===== config.mk =====
export PLATFORM = sky130hd
export DESIGN_NAME = clock_time_keeper
export DESIGN_NICKNAME = d
export VERILOG_FILES = /design/src/rtl/clock_time_keeper.sv
export SDC_FILE = /design/constraint.sdc
export NUM_CORES = 1
export LEC_CHECK = 0
export CORE_ASPECT_RATIO = 0.8
export CORE_UTILIZATION = 62
export CTS_BUF_LIST = sky130_fd_sc_hd__clkbuf_2
export DETAILED_ROUTE_END_ITERATION = 16
export PLACE_DENSITY = 0.81
export SLEW_MARGIN = 0
export SYNTH_ARGS = -nofsm -noshare
export SYNTH_HDL_FRONTEND = slang
export SYNTH_SLANG_ARGS = --single-unit

===== constraint.sdc =====
create_clock -name i_clk -period 2.79 [get_ports i_clk]
set_input_delay 0.558 -clock i_clk [delete_from_list [all_inputs] [get_ports i_clk]]
set_output_delay 0.558 -clock i_clk [all_outputs]
set_load 0.005 [all_outputs]

===== src/rtl/clock_time_keeper.sv =====
// rtl/clock_time_keeper.sv - debounced set buttons, 1 Hz divider and BCD HH:MM:SS time keeper
//
// Purpose: keeps time of day as BCD digits in 24 h or 12 h (AM/PM) mode,
// advanced by an internally divided 1 Hz tick and set by two raw push-buttons
// that are synchronised, debounced, edge-detected and auto-repeated here.
//
// Ports:
//   i_clk          system clock, all state on rising edge
//   i_rst_n        asynchronous active-low reset
//   i_en           run enable for divider and time (setting works regardless)
//   i_clr          synchronous clear of time, divider, pending tick and pulses
//   i_btn_hr       raw Hour-Up button, active high
//   i_btn_min      raw Minute-Up button, active high
//   o_h2..o_s1     BCD tens/units of hours, minutes, seconds
//   o_pm           PM flag (12 h mode only, else 0)
//   o_tick_1hz     one-cycle pulse on each divider wrap
//   o_hr_pulse     one-cycle hour set pulse (press or repeat)
//   o_min_pulse    one-cycle minute set pulse (press or repeat)

module clock_time_keeper #(
  parameter int unsigned CLK_HZ     = 100_000_000,
  parameter int unsigned DB_CYCLES  = 1_000_000,
  parameter int unsigned RPT_DELAY  = 50_000_000,
  parameter int unsigned RPT_PERIOD = 10_000_000,
  parameter bit          MODE_12H   = 1'b0
) (
  input  logic       i_clk,
  input  logic       i_rst_n,
  input  logic       i_en,
  input  logic       i_clr,
  input  logic       i_btn_hr,
  input  logic       i_btn_min,
  output logic [3:0] o_h2,
  output logic [3:0] o_h1,
  output logic [3:0] o_m2,
  output logic [3:0] o_m1,
  output logic [3:0] o_s2,
  output logic [3:0] o_s1,
  output logic       o_pm,
  output logic       o_tick_1hz,
  output logic       o_hr_pulse,
  output logic       o_min_pulse
);

  localparam int unsigned DIV_W    = $clog2(CLK_HZ);
  localparam int unsigned DB_W     = $clog2(DB_CYCLES + 1);
  localparam int unsigned RPT_LOAD = (RPT_DELAY == 0) ? 1 : RPT_DELAY;
  localparam int unsigned RPT_MAX  = (RPT_LOAD > RPT_PERIOD) ? RPT_LOAD : RPT_PERIOD;
  localparam int unsigned RPT_W    = $clog2(RPT_MAX + 1);
  localparam logic [7:0]  HR_RST   = MODE_12H ? 8'h12 : 8'h00;

  // Returns {wrap, next} for a 00..59 BCD field.
  function automatic logic [8:0] inc_bcd60(input logic [7:0] v);
    if (v == 8'h59)
      return {1'b1, 8'h00};
    else if (v[3:0] == 4'd9)
      return {1'b0, v[7:4] + 4'd1, 4'd0};
    else
      return {1'b0, v[7:4], v[3:0] + 4'd1};
  endfunction

  function automatic logic [7:0] inc_hour(input logic [7:0] v);
    if (MODE_12H && v == 8'h12)
      return 8'h01;
    if (!MODE_12H && v == 8'h23)
      return 8'h00;
    if (v[3:0] == 4'd9)
      return {v[7:4] + 4'd1, 4'd0};
    return {v[7:4], v[3:0] + 4'd1};
  endfunction

  // ---------------- button conditioning (bit 1 = hour, bit 0 = minute)
  logic [1:0]       w_btn_raw;
  logic [1:0]       r_sync1;
  logic [1:0]       r_sync2;
  logic [1:0]       r_db;
  logic [1:0]       r_db_q;
  logic [1:0]       r_pulse;
  logic [1:0]       w_fire;
  logic [DB_W-1:0]  r_db_cnt  [2];
  logic [RPT_W-1:0] r_rpt_cnt [2];

  assign w_btn_raw = {i_btn_hr, i_btn_min};

  always_ff @(posedge i_clk or negedge i_rst_n) begin
    if (!i_rst_n) begin
      r_sync1 <= '0;
      r_sync2 <= '0;
      r_db    <= '0;
      r_db_q  <= '0;
      for (int b = 0; b < 2; b++) begin
        r_db_cnt[b]  <= '0;
        r_rpt_cnt[b] <= '0;
      end
    end else begin
      r_sync1 <= w_btn_raw;
      r_sync2 <= r_sync1;
      r_db_q  <= r_db;
      for (int b = 0; b < 2; b++) begin
        // Any sample agreeing with the debounced level restarts the count.
        if (r_sync2[b] != r_db[b]) begin
          if (r_db_cnt[b] == DB_W'(DB_CYCLES - 1)) begin
            r_db[b]     <= ~r_db[b];
            r_db_cnt[b] <= '0;
          end else begin
            r_db_cnt[b] <= r_db_cnt[b] + 1'b1;
          end
        end else begin
          r_db_cnt[b] <= '0;
        end

        // Counter is idle at 0 while released, so a value of 1 only
        // occurs while held and marks the next repeat.
        if (r_db[b] && !r_db_q[b])
          r_rpt_cnt[b] <= RPT_W'(RPT_LOAD);
        else if (r_db[b]) begin
          if (r_rpt_cnt[b] == RPT_W'(1))
            r_rpt_cnt[b] <= RPT_W'(RPT_PERIOD);
          else
            r_rpt_cnt[b] <= r_rpt_cnt[b] - 1'b1;
        end else
          r_rpt_cnt[b] <= '0;
      end
    end
  end

  always_comb begin
    w_fire = '0;
    for (int b = 0; b < 2; b++)
      w_fire[b] = r_db[b] && (!r_db_q[b] || r_rpt_cnt[b] == RPT_W'(1));
  end

  // clr drops pulses but leaves debounce and repeat timing running.
  always_ff @(posedge i_clk or negedge i_rst_n) begin
    if (!i_rst_n)
      r_pulse <= '0;
    else if (i_clr)
      r_pulse <= '0;
    else
      r_pulse <= w_fire;
  end

  // ---------------- 1 Hz divider
  logic [DIV_W-1:0] r_div;
  logic             r_tick;

  always_ff @(posedge i_clk or negedge i_rst_n) begin
    if (!i_rst_n) begin
      r_div  <= '0;
      r_tick <= 1'b0;
    end else if (i_clr) begin
      r_div  <= '0;
      r_tick <= 1'b0;
    end else if (i_en) begin
      if (r_div == DIV_W'(CLK_HZ - 1)) begin
        r_div  <= '0;
        r_tick <= 1'b1;
      end else begin
        r_div  <= r_div + 1'b1;
        r_tick <= 1'b0;
      end
    end else begin
      r_tick <= 1'b0;
    end
  end

  // ---------------- time registers
  logic [7:0] r_hr;
  logic [7:0] r_min;
  logic [7:0] r_sec;
  logic       r_pm;
  logic       r_pend;

  logic [8:0] w_sec_inc;
  logic [8:0] w_min_inc;
  logic [7:0] w_hr_inc;
  logic       w_pm_flip;
  logic       w_tick_due;
  logic [7:0] w_hr_nxt;
  logic [7:0] w_min_nxt;
  logic [7:0] w_sec_nxt;
  logic       w_pm_nxt;
  logic       w_pend_nxt;

  assign w_sec_inc = inc_bcd60(r_sec);
  assign w_min_inc = inc_bcd60(r_min);
  assign w_hr_inc  = inc_hour(r_hr);
  assign w_pm_flip = MODE_12H && (r_hr == 8'h11);

  always_comb begin
    w_tick_due = r_tick | r_pend;
    w_hr_nxt   = r_hr;
    w_min_nxt  = r_min;
    w_sec_nxt  = r_sec;
    w_pm_nxt   = r_pm;
    w_pend_nxt = r_pend;
    if (r_pulse[0] || r_pulse[1]) begin
      // Setting wins this cycle; a coinciding tick is held for the next.
      if (r_pulse[0])
        w_min_nxt = w_min_inc[7:0];
      if (r_pulse[1]) begin
        w_hr_nxt = w_hr_inc;
        w_pm_nxt = r_pm ^ w_pm_flip;
      end
      w_pend_nxt = w_tick_due;
    end else if (w_tick_due) begin
      w_pend_nxt = 1'b0;
      w_sec_nxt  = w_sec_inc[7:0];
      if (w_sec_inc[8]) begin
        w_min_nxt = w_min_inc[7:0];
        if (w_min_inc[8]) begin
          w_hr_nxt = w_hr_inc;
          w_pm_nxt = r_pm ^ w_pm_flip;
        end
      end
    end
  end

  always_ff @(posedge i_clk or negedge i_rst_n) begin
    if (!i_rst_n) begin
      r_hr   <= HR_RST;
      r_min  <= 8'h00;
      r_sec  <= 8'h00;
      r_pm   <= 1'b0;
      r_pend <= 1'b0;
    end else if (i_clr) begin
      r_hr   <= HR_RST;
      r_min  <= 8'h00;
      r_sec  <= 8'h00;
      r_pm   <= 1'b0;
      r_pend <= 1'b0;
    end else begin
      r_hr   <= w_hr_nxt;
      r_min  <= w_min_nxt;
      r_sec  <= w_sec_nxt;
      r_pm   <= w_pm_nxt;
      r_pend <= w_pend_nxt;
    end
  end

  assign o_h2        = r_hr[7:4];
  assign o_h1        = r_hr[3:0];
  assign o_m2        = r_min[7:4];
  assign o_m1        = r_min[3:0];
  assign o_s2        = r_sec[7:4];
  assign o_s1        = r_sec[3:0];
  assign o_pm        = r_pm;
  assign o_tick_1hz  = r_tick;
  assign o_hr_pulse  = r_pulse[1];
  assign o_min_pulse = r_pulse[0];

endmodule


# [Word level (Yosys, flattened, before mapping)]
# Index checks and enable logic that the tools add are counted.
[totals] inputBits=6 reg_bits=155 elab_cells=113 output_inout_bits=28
[op_classes] n_mux=45 add_sub_neg=11 n_eq_ne=16 bitwise_logic=3 n_reduce_logical=21
[op_table] operator="$mux 8" count=20
[op_table] operator="$mux 26" count=6
[op_table] operator="$mux 27" count=3
[op_table] operator="$mux 20" count=4
[op_table] operator="$eq 26x1->1 const B" count=2
[op_table] operator="$sub 26x1->26 const B" count=2
[op_table] operator="$add 20x1->20 const B" count=2
[op_table] operator="$eq 20x20->1 const B" count=2
[op_table] operator="$add 27x1->27 const B" count=1
[op_table] operator="$eq 27x27->1 const B" count=1
[op_table] operator="$add 4x1->4 const B" count=6
[op_table] operator="$mux 9" count=2
[op_table] operator="$eq 8x7->1 const B" count=2
[op_table] operator="$eq 4x4->1 const B" count=3
[op_table] operator="$reduce_bool 3->1" count=4
[op_table] operator="$mux 1" count=9
[op_table] operator="$eq 8x6->1 const B" count=1
[op_table] operator="$ne 3x3->1 const B" count=2
[op_table] operator="$reduce_and 2->1" count=3
[op_table] operator="$reduce_and 3->1" count=2
[op_table] operator="$logic_and 1x1->1" count=4
[op_table] operator="$reduce_and 4->1" count=1
[op_table] operator="$reduce_bool 2->1" count=2
[op_table] operator="$logic_or 1x1->1" count=3
[op_table] operator="other kinds (6)" count=9

# [Depth between registers and ports, before layout]
[depth] ltp_word=10 depth_mapped=8 ltp_nobuf=7

# [Worst setup path after synthesis]
# No wires, ideal clock.
[synth_path] path_kind="register to register" from="reg r_sec[1]" to="reg r_min[7]" required_ps=2680 setup_ps=110 path_buffers=0 setup_slack_ps=814 stages_incl_launch_ff=7 arrival_ps=1866 cell_sequence="dfrtp_1 > inv_1 > ha_1 > nand3b_1 > o41ai_1 > a21oi_1 > o41ai_1"
[synth_between] elab_chain_cells=4
[synth_lines] element="start: declaration" line_no="170" text="logic [7:0] r_sec;"
[synth_lines] element="start signal: assignment" line_no="235" text="r_sec <= w_sec_nxt;"
[synth_lines] element="$eq 8x7->1" line_no="54" text="if (v == 8'h59)"
[synth_lines] element="$mux 9" line_no="54"
[synth_lines] element="$reduce_bool 3->1 (no line)"
[synth_lines] element="$reduce_and 3->1 (no line)"
[synth_lines] element="end signal: assignment" line_no="234" text="r_min <= w_min_nxt;"
[synth_lines] element="end: declaration" line_no="169" text="logic [7:0] r_min;"
# No other way between the ends.
# A chain may end at the register's enable or synchronous reset.

# [Worst setup path after layout]
[layout_path] from="reg r_min[4]" to="out o_m2[0]"
[layout_rtl] element="end: declaration" line_no="35" text="output logic [3:0] o_m2,"
# No word-level cell between the ends.

==> out/summary.txt <==
Status: finished clean
Clock Latency Late Sink: 0.71 ns
Core Rows: 36
Layout area overhead: 10.8%
Synth unique cells: 61
Flop2flop setup slack: 0.51 ns
Die Area: 13000 um2
Total power: 3.90 mW
Yosys reg bits: 155
Portion of total power attributed to combinational logic: 0.057
Core Area: 12200 um2
Peak VDD IR: 300 uV
Clock Tree Root: clkbuf_2
Worst Setup End Kind: output pin
CP startpoint: r_min[4]$_DFFE_PN0P_
Commonest non-fill, non-tap cell in the layout: dfrtp_1
CP bufs+invs: 1
Clock power frac: 0.347
Worst hold path class: in -> reg
First-pass DRT Iterations: 5
Setup TNS: 0 ns
Leak: 3.97 nW
Buffers added on ports: 32
# DRC: 0
I/O pin cnt: 34
Layout cell share with drive strength beyond 1: 0.0696
Fmax: 0.422 GHz
DRT Wirelength: 16.3 mm
First-pass GRT wire length: 27.5 mm
Reg2Reg Depth: 6
CP Cell Sequence: clkdlybuf4s50_1
CTS buffer count: 17
Mean Syn Cell Area: 9.67 um2
Unrepaired setup endpoints after global routing: false
Largest net degree at the start of global routing: 61
Worst clock skew: 0.0302 ns
Worst-path clk slew: 0.21 ns
Sw frac: 0.242
Most frequent cells in the layout: dfrtp_1, nor2_1, nand2_1, xor2_1, nand3_1
Die width: 127 um
Clk buf depth: 2
Initial Util: 0.638
FFs w/ async S/R, synth: 1.00
Grt ovf: 0
Tcrit/Tclk final: 0.850
Gr usage total: 0.268
Dpl cells: 1000
Antenna violations before repair: 0
Antenna-violating nets left: 0
Kind of critical path: reg -> out
Max-slew headroom: 0.413
Post-DR vias/cell: 5.90
CTS tree: yes
CTS Sinks: 155
Final Hold Viols: 0
Worst path arrival time: 1.81 ns
N_diodes: 0
Main flop type after synthesis: dfrtp_1
Post-Syn Instances: 805
Worst endpoint required time: 2.23 ns
H-tree Lvls: 4
Vias in the first global route: 5943
Placer Congestion: 0.877
Die H: 102 um
R2R Path End: r_pulse[1]$_DFF_PN0_
Worst Setup EP: o_m2[0]
Crit-path slowest cell: clkdlybuf4s50_1
Cell depth of the worst setup path: 1
Cell Int Power: 2.96 mW
Final std cells w/o fill: 1033
Wire per inst: 15.8 um
Detailed placer's ending HPWL: 11.5 mm
Mapped Area: 7780 um2
Sw Pwr: 0.944 mW
Slew @ Worst Pin: 0.873 ns
Final net count: 874
Post-synth EDFFs: 0
Reg2reg start: r_rpt_cnt[6]$_DFF_PN0_
Worst path top cell family by delay: buffers and inverters
Syn_nets: 830
Seq/Total Area, Yosys: 0.498
1st-iter DRT viols: 466
Detailed-route via count: 6096
Post-route minimum period: 2.37 ns
# setup viols final: 0
Largest fanout on the critical path: 7
Type of origin of the critical path: register
Max_cap viols: 0
Slew Viols, Final: 0
Flop pwr share: 0.597
Yosys warns: 0
Slowest stage delay, CP: 0.57 ns
PD cells: 452 nW/um2
-- per-layer routing --
metal	global-route usage	share of wire	wire [um]	up-vias
met1	0.363	0.47	7670	2989
met4	0.0742	0.0089	146	0
met3	0.0597	0.044	713	13
met2	0.441	0.48	7820	164
met5	0	0	0	-
li1	-	-	-	2930
-- state kept, by name, indices dropped and copies added, names as in the netlist, 8 cells and up --
signal	cells
r_min	8
r_sec	8
r_div	27
r_rpt_cnt	52
r_hr	8
r_db_cnt	40
-- cell type report --
cell class | count | area, um2
Clock buffer | 18 | 90.1
Clock inverter | 14 | 178
Fill cell | 913 | 3590
Inverter | 22 | 82.6
Multi-Input combinational cell | 609 | 3740
Sequential cell | 155 | 3880
Tap cell | 171 | 214
Timing Repair Buffer | 44 | 439
-- cell families after synthesis --
group	count (synthesis)	share of synthesized area
compound gates	97	0.0815
flops	155	0.498
simple gates	393	0.255
other cells	1	0.000482
buf+inv	41	0.0214
mux	4	0.00563
fa+ha+maj	19	0.0305
xor+xnor	95	0.107
-- cells in the mapped netlist, types with 19 or more instances --
cell type,number,area share
inv_1,20,0.0096
nor3_1,31,0.020
xor2_1,52,0.059
ha_1,19,0.031
o21ai_0,27,0.017
nand3_1,45,0.029
xnor2_1,43,0.048
nand4_1,31,0.025
dfrtp_1,155,0.50
nand2_1,58,0.028
nor2_1,133,0.064
a21oi_1,20,0.013
-- metrics by stage --
stage	hold WS [ns]	setup WS (ns)	utilization	instance area (um2)
floorplan	0.262	0.814	-	7780
global placement	0.332	0.528	0.683	8340
detailed placement	0.338	0.448	0.683	8340
CTS	0.190	0.371	0.706	8620
global route	0.183	0.233	0.706	8620
finish	0.270	0.420	0.706	8620
-- how the worst min path moves through the flow --
stage,slack [ns],startpoint,end,cells after the start
after floorplan,0.26,i_rst_n,o_tick_1hz$_DFF_PN0_,0
after global placement,0.33,r_sync1[0]$_DFF_PN0_,r_sync2[0]$_DFF_PN0_,0
after detailed placement,0.34,r_sync1[1]$_DFF_PN0_,r_sync2[1]$_DFF_PN0_,0
after CTS,0.19,i_btn_min,r_sync1[0]$_DFF_PN0_,1
after global routing,0.18,i_btn_min,r_sync1[0]$_DFF_PN0_,1
final,0.27,i_btn_min,r_sync1[0]$_DFF_PN0_,1
-- what timing repair did --
action                                 4_1_cts  5_1_grt
setup buffers                                0        0
endpoints found under the hold margin       57        0
resized for setup                            0        0
hold buffers                                 1        0
-- power by group through the flow --
stage,logic [mW],registers (mW),clock network [mW]
3_5_place_dp,0.222,2.37,0
3_3_place_gp,0.213,2.36,0
6_report,0.221,2.33,1.35
5_1_grt,0.254,2.33,1.49
2_1_floorplan,0.0949,2.36,0
4_1_cts,0.226,2.33,1.39
Note: power is estimated with default switching activity, not from simulation.
